File: config.mk
export PLATFORM = sky130hd
export DESIGN_NAME = regfile_tagged
export DESIGN_NICKNAME = d
export VERILOG_FILES = /design/src/rtl/regfile_tagged_pkg.sv /design/src/rtl/regfile_tagged_rdport.sv /design/src/rtl/regfile_tagged.sv
export SDC_FILE = /design/constraint.sdc
export NUM_CORES = 2
export LEC_CHECK = 0
export CELL_PAD_IN_SITES_DETAIL_PLACEMENT = 1
export CELL_PAD_IN_SITES_GLOBAL_PLACEMENT = 1
export CORE_UTILIZATION = 55
export CTS_CLUSTER_DIAMETER = 30
export DETAILED_ROUTE_END_ITERATION = 6
export DONT_BUFFER_PORTS = 1
export PLACE_DENSITY_LB_ADDON = 0.1
export SETUP_SLACK_MARGIN = 0.02
export SLEW_MARGIN = 10
export SYNTH_ARGS = -nofsm -noshare
export SYNTH_HDL_FRONTEND = slang
export SYNTH_HIERARCHICAL = 1
export SYNTH_SLANG_ARGS = --single-unit
File: constraint.sdc
create_clock -name clk -period 9.1 [get_ports clk]
set_input_delay 2.275 -clock clk [delete_from_list [all_inputs] [get_ports clk]]
set_output_delay 2.275 -clock clk [all_outputs]
set_load 0.02 [all_outputs]
File: src/rtl/regfile_tagged_pkg.sv
// Shared definitions for the tagged architectural register file.
//   XLEN_DEF / AW_DEF / TAGW_DEF : default data, address and ROB-tag widths
//   REG_ZERO                     : address of the hardwired-zero register x0
//   ZERO_WORD                    : all-zero data word returned for x0 and in reset
//   rf_entry_t                   : per-register rename entry {busy, tag} at the
//                                  default tag width
package regfile_tagged_pkg;

  localparam int XLEN_DEF = 32;
  localparam int AW_DEF   = 5;
  localparam int TAGW_DEF = 4;

  localparam logic [AW_DEF-1:0]   REG_ZERO  = '0;
  localparam logic [XLEN_DEF-1:0] ZERO_WORD = '0;

  typedef struct packed {
    logic                busy;
    logic [TAGW_DEF-1:0] tag;
  } rf_entry_t;

endpackage

File: src/rtl/regfile_tagged_rdport.sv
// One combinational read port of the tagged register file.
// Applies, in order: reset forcing, x0 zeroing, commit bypass of data, and
// clearing of busy/tag when the retiring instruction is the current producer.
// Ports:
//   rst_i            active-low reset; outputs forced to zero while low
//   addr_i           source register address
//   commit_*_i       this cycle's ROB retirement (enable, address, tag, data)
//   st_data_i/st_busy_i/st_tag_i  stored state of the addressed register
//   data_o/busy_o/tag_o           operand value, pending flag and producer tag
module regfile_tagged_rdport
  import regfile_tagged_pkg::*;
#(
  parameter int XLEN = XLEN_DEF,
  parameter int AW   = AW_DEF,
  parameter int TAGW = TAGW_DEF
) (
  input  logic            rst_i,
  input  logic [AW-1:0]   addr_i,
  input  logic            commit_en_i,
  input  logic [AW-1:0]   commit_addr_i,
  input  logic [TAGW-1:0] commit_tag_i,
  input  logic [XLEN-1:0] commit_data_i,
  input  logic [XLEN-1:0] st_data_i,
  input  logic            st_busy_i,
  input  logic [TAGW-1:0] st_tag_i,
  output logic [XLEN-1:0] data_o,
  output logic            busy_o,
  output logic [TAGW-1:0] tag_o
);

  always_comb begin
    data_o = XLEN'(ZERO_WORD);
    busy_o = 1'b0;
    tag_o  = '0;
    if (rst_i && (addr_i != AW'(REG_ZERO))) begin
      data_o = st_data_i;
      busy_o = st_busy_i;
      tag_o  = st_tag_i;
      if (commit_en_i && (commit_addr_i == addr_i)) begin
        data_o = commit_data_i;
        // Only the matching producer resolves the operand; a younger rename
        // of the same register keeps it pending.
        if (st_busy_i && (st_tag_i == commit_tag_i)) begin
          busy_o = 1'b0;
          tag_o  = '0;
        end
      end
    end
  end

endmodule

File: src/rtl/regfile_tagged.sv
// Architectural register file with per-register busy bit and producer ROB tag.
// Reads are combinational and see this cycle's commit but not this cycle's
// rename. Rename, commit and flush update state at the clock edge.
// Ports:
//   clk, rst                 clock, synchronous active-low reset
//   flush                    mispredict flush: clears busy/tag, keeps data
//   rename_en/addr/tag       allocate a new producer for a destination
//   commit_en/addr/tag/data  ROB retirement
//   rd_addr                  NRD packed read addresses
//   rd_data/rd_busy/rd_tag   NRD packed read results
//   busy_cnt                 registered population count of busy bits
module regfile_tagged
  import regfile_tagged_pkg::*;
#(
  parameter int XLEN = XLEN_DEF,
  parameter int NREG = 32,
  parameter int AW   = AW_DEF,
  parameter int NRD  = 2,
  parameter int TAGW = TAGW_DEF,
  parameter int CW   = 6
) (
  input  logic              clk,
  input  logic              rst,
  input  logic              flush,
  input  logic              rename_en,
  input  logic [AW-1:0]     rename_addr,
  input  logic [TAGW-1:0]   rename_tag,
  input  logic              commit_en,
  input  logic [AW-1:0]     commit_addr,
  input  logic [TAGW-1:0]   commit_tag,
  input  logic [XLEN-1:0]   commit_data,
  input  logic [NRD*AW-1:0] rd_addr,
  output logic [NRD*XLEN-1:0] rd_data,
  output logic [NRD-1:0]      rd_busy,
  output logic [NRD*TAGW-1:0] rd_tag,
  output logic [CW-1:0]       busy_cnt
);

  logic [XLEN-1:0] data_q [NREG];
  logic [NREG-1:0] busy_q, busy_d;
  logic [TAGW-1:0] tag_q  [NREG];
  logic [TAGW-1:0] tag_d  [NREG];
  logic [CW-1:0]   cnt_q, cnt_d;

  // Writable address: not x0 and inside the implemented register range.
  function automatic logic addr_ok(input logic [AW-1:0] a);
    return (a != AW'(REG_ZERO)) && (int'(a) < NREG);
  endfunction

  logic ren_ok, cm_ok, cm_clr, ren_new;

  always_comb begin
    ren_ok  = rename_en && addr_ok(rename_addr) && !flush;
    cm_ok   = commit_en && addr_ok(commit_addr);
    // A same-cycle rename of the committing register keeps it busy.
    cm_clr  = cm_ok && busy_q[commit_addr] && (tag_q[commit_addr] == commit_tag)
              && !(ren_ok && (rename_addr == commit_addr));
    ren_new = ren_ok && !busy_q[rename_addr];
  end

  always_comb begin
    busy_d = busy_q;
    tag_d  = tag_q;
    cnt_d  = cnt_q;
    if (flush) begin
      busy_d = '0;
      for (int r = 0; r < NREG; r++) tag_d[r] = '0;
      cnt_d  = '0;
    end else begin
      if (cm_clr) begin
        busy_d[commit_addr] = 1'b0;
        tag_d[commit_addr]  = '0;
      end
      if (ren_ok) begin
        busy_d[rename_addr] = 1'b1;
        tag_d[rename_addr]  = rename_tag;
      end
      // Net zero when one bit is set and another cleared in the same cycle.
      if (ren_new && !cm_clr) begin
        if (cnt_q != {CW{1'b1}}) cnt_d = cnt_q + CW'(1);
      end else if (cm_clr && !ren_new) begin
        if (cnt_q != '0) cnt_d = cnt_q - CW'(1);
      end
    end
  end

  always_ff @(posedge clk) begin
    if (!rst) begin
      for (int r = 0; r < NREG; r++) begin
        data_q[r] <= '0;
        tag_q[r]  <= '0;
      end
      busy_q <= '0;
      cnt_q  <= '0;
    end else begin
      // Committed data survives a flush: the ROB head is older than the flush.
      if (cm_ok) data_q[commit_addr] <= commit_data;
      for (int r = 0; r < NREG; r++) tag_q[r] <= tag_d[r];
      busy_q <= busy_d;
      cnt_q  <= cnt_d;
    end
  end

  assign busy_cnt = cnt_q;

  for (genvar i = 0; i < NRD; i++) begin : g_rd
    logic [AW-1:0]   a;
    logic [XLEN-1:0] sd;
    logic            sb;
    logic [TAGW-1:0] st;

    assign a = rd_addr[i*AW +: AW];

    always_comb begin
      sd = '0;
      sb = 1'b0;
      st = '0;
      if (int'(a) < NREG) begin
        sd = data_q[a];
        sb = busy_q[a];
        st = tag_q[a];
      end
    end

    regfile_tagged_rdport #(
      .XLEN (XLEN),
      .AW   (AW),
      .TAGW (TAGW)
    ) u_rdport (
      .rst_i         (rst),
      .addr_i        (a),
      .commit_en_i   (commit_en),
      .commit_addr_i (commit_addr),
      .commit_tag_i  (commit_tag),
      .commit_data_i (commit_data),
      .st_data_i     (sd),
      .st_busy_i     (sb),
      .st_tag_i      (st),
      .data_o        (rd_data[i*XLEN +: XLEN]),
      .busy_o        (rd_busy[i]),
      .tag_o         (rd_tag[i*TAGW +: TAGW])
    );
  end

endmodule

==> flow_metrics.py <==
metrics = {
    "outcome": {
        "status": "complete, but fails checks",
        "violations": "DRC",
    },
    "timing": {
        "max_freq_ghz": 0.126,
        "worst_pin_slew_ps": 1400,
        "slew_violations": 0,
        "final-setup-viol-count": 0,
        "finClkSkew_ps": 45.2,
        "hold_viol_final": 0,
        "rsz0062_at_grt": "false",
        "finalCritPeriodShare_pct": 87.0,
        "setup_tns_ps": 0,
        "max-slew-margin-rel_pct": 6.81,
        "fin_crit_ps": 7920,
    },
    "power_and_ir_drop": {
        "p_sw_mw": 4.13,
        "internal_power_mw": 13.9,
        "seq_power_share_pct": 35.2,
        "clockPowerShare_pct": 57.3,
        "p_sw_share_pct": 22.9,
        "combPwrFrac_pct": 7.5,
        "power.leakage_nw": 26.8,
        "ir_drop_mv": 0.168,
        "power.density_nw_per_um2": 231,
    },
    "worst_setup_path": {
        "worstPathBufferInverterCount": 0,
        "cp-end-kind": "output pin",
        "path_delay_family": "multiplexers",
        "path_class": "input port to output pin",
        "worst-path-max-fanout": 298,
        "worst_path_most_repeated_cell": "mux4_2",
        "reg2regPathDepth": 13,
        "cp-start-kind": "input port",
        "worstReg2RegStart": "tag_q[78]$_SDFF_PP0_",
        "rr_endpoint": "busy_cnt[5]$_SDFFE_PP0P_",
        "cp_slowest_cell": "nor4_2",
        "arrival_ps": 5640,
        "critical_path.max_stage_delay_ps": 760,
        "crit_start": "rd_addr[1]",
        "reg2reg_slack_ps": 4320,
        "worstPathCellList": "mux4_2 -> mux4_2 -> mux2_2 -> xnor2_1 -> nand4_1 -> nor4_2 -> nor2_1",
        "critPathRequiredTime_ps": 6830,
    },
    "cts": {
        "clk_latency_ps": 880,
        "cts_resized": 0,
        "cts_sinks": 1190,
        "cts_buffer_depth": 4,
        "cts_max_level": 5,
        "cts_buffers": 302,
        "cts_hold_buf": 0,
        "cts_tree": "yes",
        "root_buffer": "clkbuf_16",
        "cts.clk_slew.worst_paths_ps": 50,
        "post_cts_buffers": 0,
    },
    "yosys": {
        "yosysUniqueCellTypes": 77,
        "syn_area_um2": 66900,
        "synth_top_family_by_area": "multiplexers",
        "ys.flop_type": "edfxtp_1",
        "syn_avg_cell_area_um2": 14.6,
        "synth-async-reset-ratio_pct": 0,
        "synth-edff-count": 1024,
        "synth_mux_area_share_pct": 27.8,
        "yosysWarnings": 6,
        "synthXorXnorAreaFrac_pct": 0.402,
        "synth-seq-cells": 1190,
        "synthCells": 4577,
        "synth.yosys.seq_area_share_pct": 51.0,
        "synth_compound_area_share_pct": 3.96,
        "synthSimpleGateAreaFrac_pct": 13.6,
        "synthAdderAreaFrac_pct": 0.124,
    },
    "drt": {
        "first_pass_iters": 7,
        "drt_iter0_markers": 7716,
        "vias": 47471,
        "vias_per_cell": 7.50,
        "routedWlPerCell_um": 40.9,
        "ant_nets": 0,
        "drc_errors": 2,
        "wirelength_mm": 259,
    },
    "layout": {
        "multi_input_area_um2": 31400,
        "areaGrowthSynthToFinish_pct": 16.6,
        "drive_above_1_share_pct": 31.4,
        "fillers": 10514,
        "nets": 4557,
        "register_area_um2": 34100,
        "final_util_pct": 64.8,
    },
    "global_route": {
        "grt_max_degree": 299,
        "antenna_found_initial": 28,
        "grt_pass1_vias": 49183,
        "grt_usage_pct": 42.6,
        "grt_pass1_wl_mm": 365,
        "overflow": 0,
    },
    "die": {
        "core_area_um2": 120000,
        "initial_core_util_pct": 55.6,
        "die_w_um": 351,
        "chipHeight_um": 351,
        "num_rows": 127,
        "num_io_pins": 145,
        "die-area_um2": 123000,
    },
    "placed_design": {
        "dp_hpwl_mm": 136,
        "gp_congestion": 0.899,
        "port_buffers": 0,
    },
    "min_path": {
        "holdPathEnd": "tag_q[20]$_SDFF_PP0_",
        "min_from": "tag_q[20]$_SDFF_PP0_",
        "hp-class": "flip-flop to flip-flop",
        "hold_path_depth": 2,
    },
    "run": {
        "drv_cap": 0,
    },
}
-- per-stage QoR --
step / power [mW] / instance area (um2) / std cells / hold slack (ps) / worst slack, ps
after detailed placement: 7.71 / 68300 / 5794 / 501 / 1620
final: 18.0 / 78000 / 6326 / 520 / 1180
after global routing: 18.3 / 77900 / 6319 / 538 / 1470
after CTS: 18.0 / 77900 / 6317 / 518 / 1620
after floorplan: 7.46 / 67000 / 4608 / 464 / 1210
after global placement: 7.65 / 68300 / 5794 / 494 / 1570
-- cell usage in the layout, fill, tap and decap left out, drive strengths merged, types with 100 or more instances in the layout --
| master | count |
|---|---|
| edfxtp | 1024 |
| and2 | 1002 |
| mux4 | 758 |
| clkbuf | 359 |
| dfxtp | 166 |
| nand4 | 147 |
| nor2 | 133 |
| o21ai | 116 |
| nand2 | 114 |
| clkinv | 100 |
-- synthesized netlist by cell type, types with 64 or more instances --
cell type	instances	share of area, %
edfxtp_1	1024	46
and2_1	1002	9.4
mux4_2	758	26
clkbuf_1	423	2.4
dfxtp_1	166	5.0
nand4_1	146	1.4
nor2_1	133	0.75
nand2_1	114	0.64
o21ai_0	106	0.79
nand3_1	89	0.67
mux2_2	78	1.3
o221ai_1	68	0.89
mux2i_1	64	0.96
-- final cells by class --
| cell class | count | share of cell area (%) |
|---|---|---|
| diodes | 9 | 0.0289 |
| inverters | 23 | 0.111 |
| clock inverters | 164 | 2.14 |
| clock buffers | 359 | 10.2 |
| repair buffers | 90 | 0.867 |
| well taps | 1612 | 2.59 |
| multi-input cells | 2879 | 40.3 |
| flip-flops and latches | 1190 | 43.7 |
-- worst register-to-register path: stages, from the launching register on --
cell and delay, ps:
dfxtp_1 360, mux4_2 490, a221oi_1 430, nor2_1 170, nor4_2 480, o22ai_2 240
or3_1 470, ha_1 280, nand4_1 110, nor2_1 60, a221oi_1 880, inv_1 170
or3_1 410, a21oi_1 160
-- worst max path at each step --
stage | endpoint | depth (start not counted)
2_1_floorplan | rd_tag[0] | 10
3_3_place_gp | rd_tag[3] | 7
3_5_place_dp | rd_tag[7] | 7
4_1_cts | rd_tag[7] | 7
5_1_grt | rd_tag[4] | 7
6_report | rd_tag[1] | 7
-- power groups by stage --
stage | combinational (mW) | clock, mW | sequential [mW]
2_1_floorplan | 1.08 | 0 | 6.38
3_3_place_gp | 1.26 | 0 | 6.39
3_5_place_dp | 1.28 | 0 | 6.43
4_1_cts | 1.31 | 10.3 | 6.35
5_1_grt | 1.36 | 10.6 | 6.38
6_report | 1.36 | 10.3 | 6.36
-- per-layer routing --
layer  share of wire, %  vias up  track usage [%]
met5              0.079        -                0
met4                7.5       12             27.3
met3                 13     1027             11.8
met2                 46     3955             65.3
met1                 34    24485             53.8
li1                   -    17992                -
-- registers in the layout, summed over array words and instances (netlist names) --
signal    flops
data_q     1024
tag_q       128
busy_q       32
busy_cnt      6
-- cell families after synthesis --
family                     after synthesis
and+or+nand+nor                       1555
DFF                                   1190
muxes                                  900
buffers and inverters                  539
AOI/OAI and AO/OA                      357
xor gates and xnor gates                29
adders and majority gates                6
other                                    1
No activity file was read; power rests on OpenSTA's default activity.
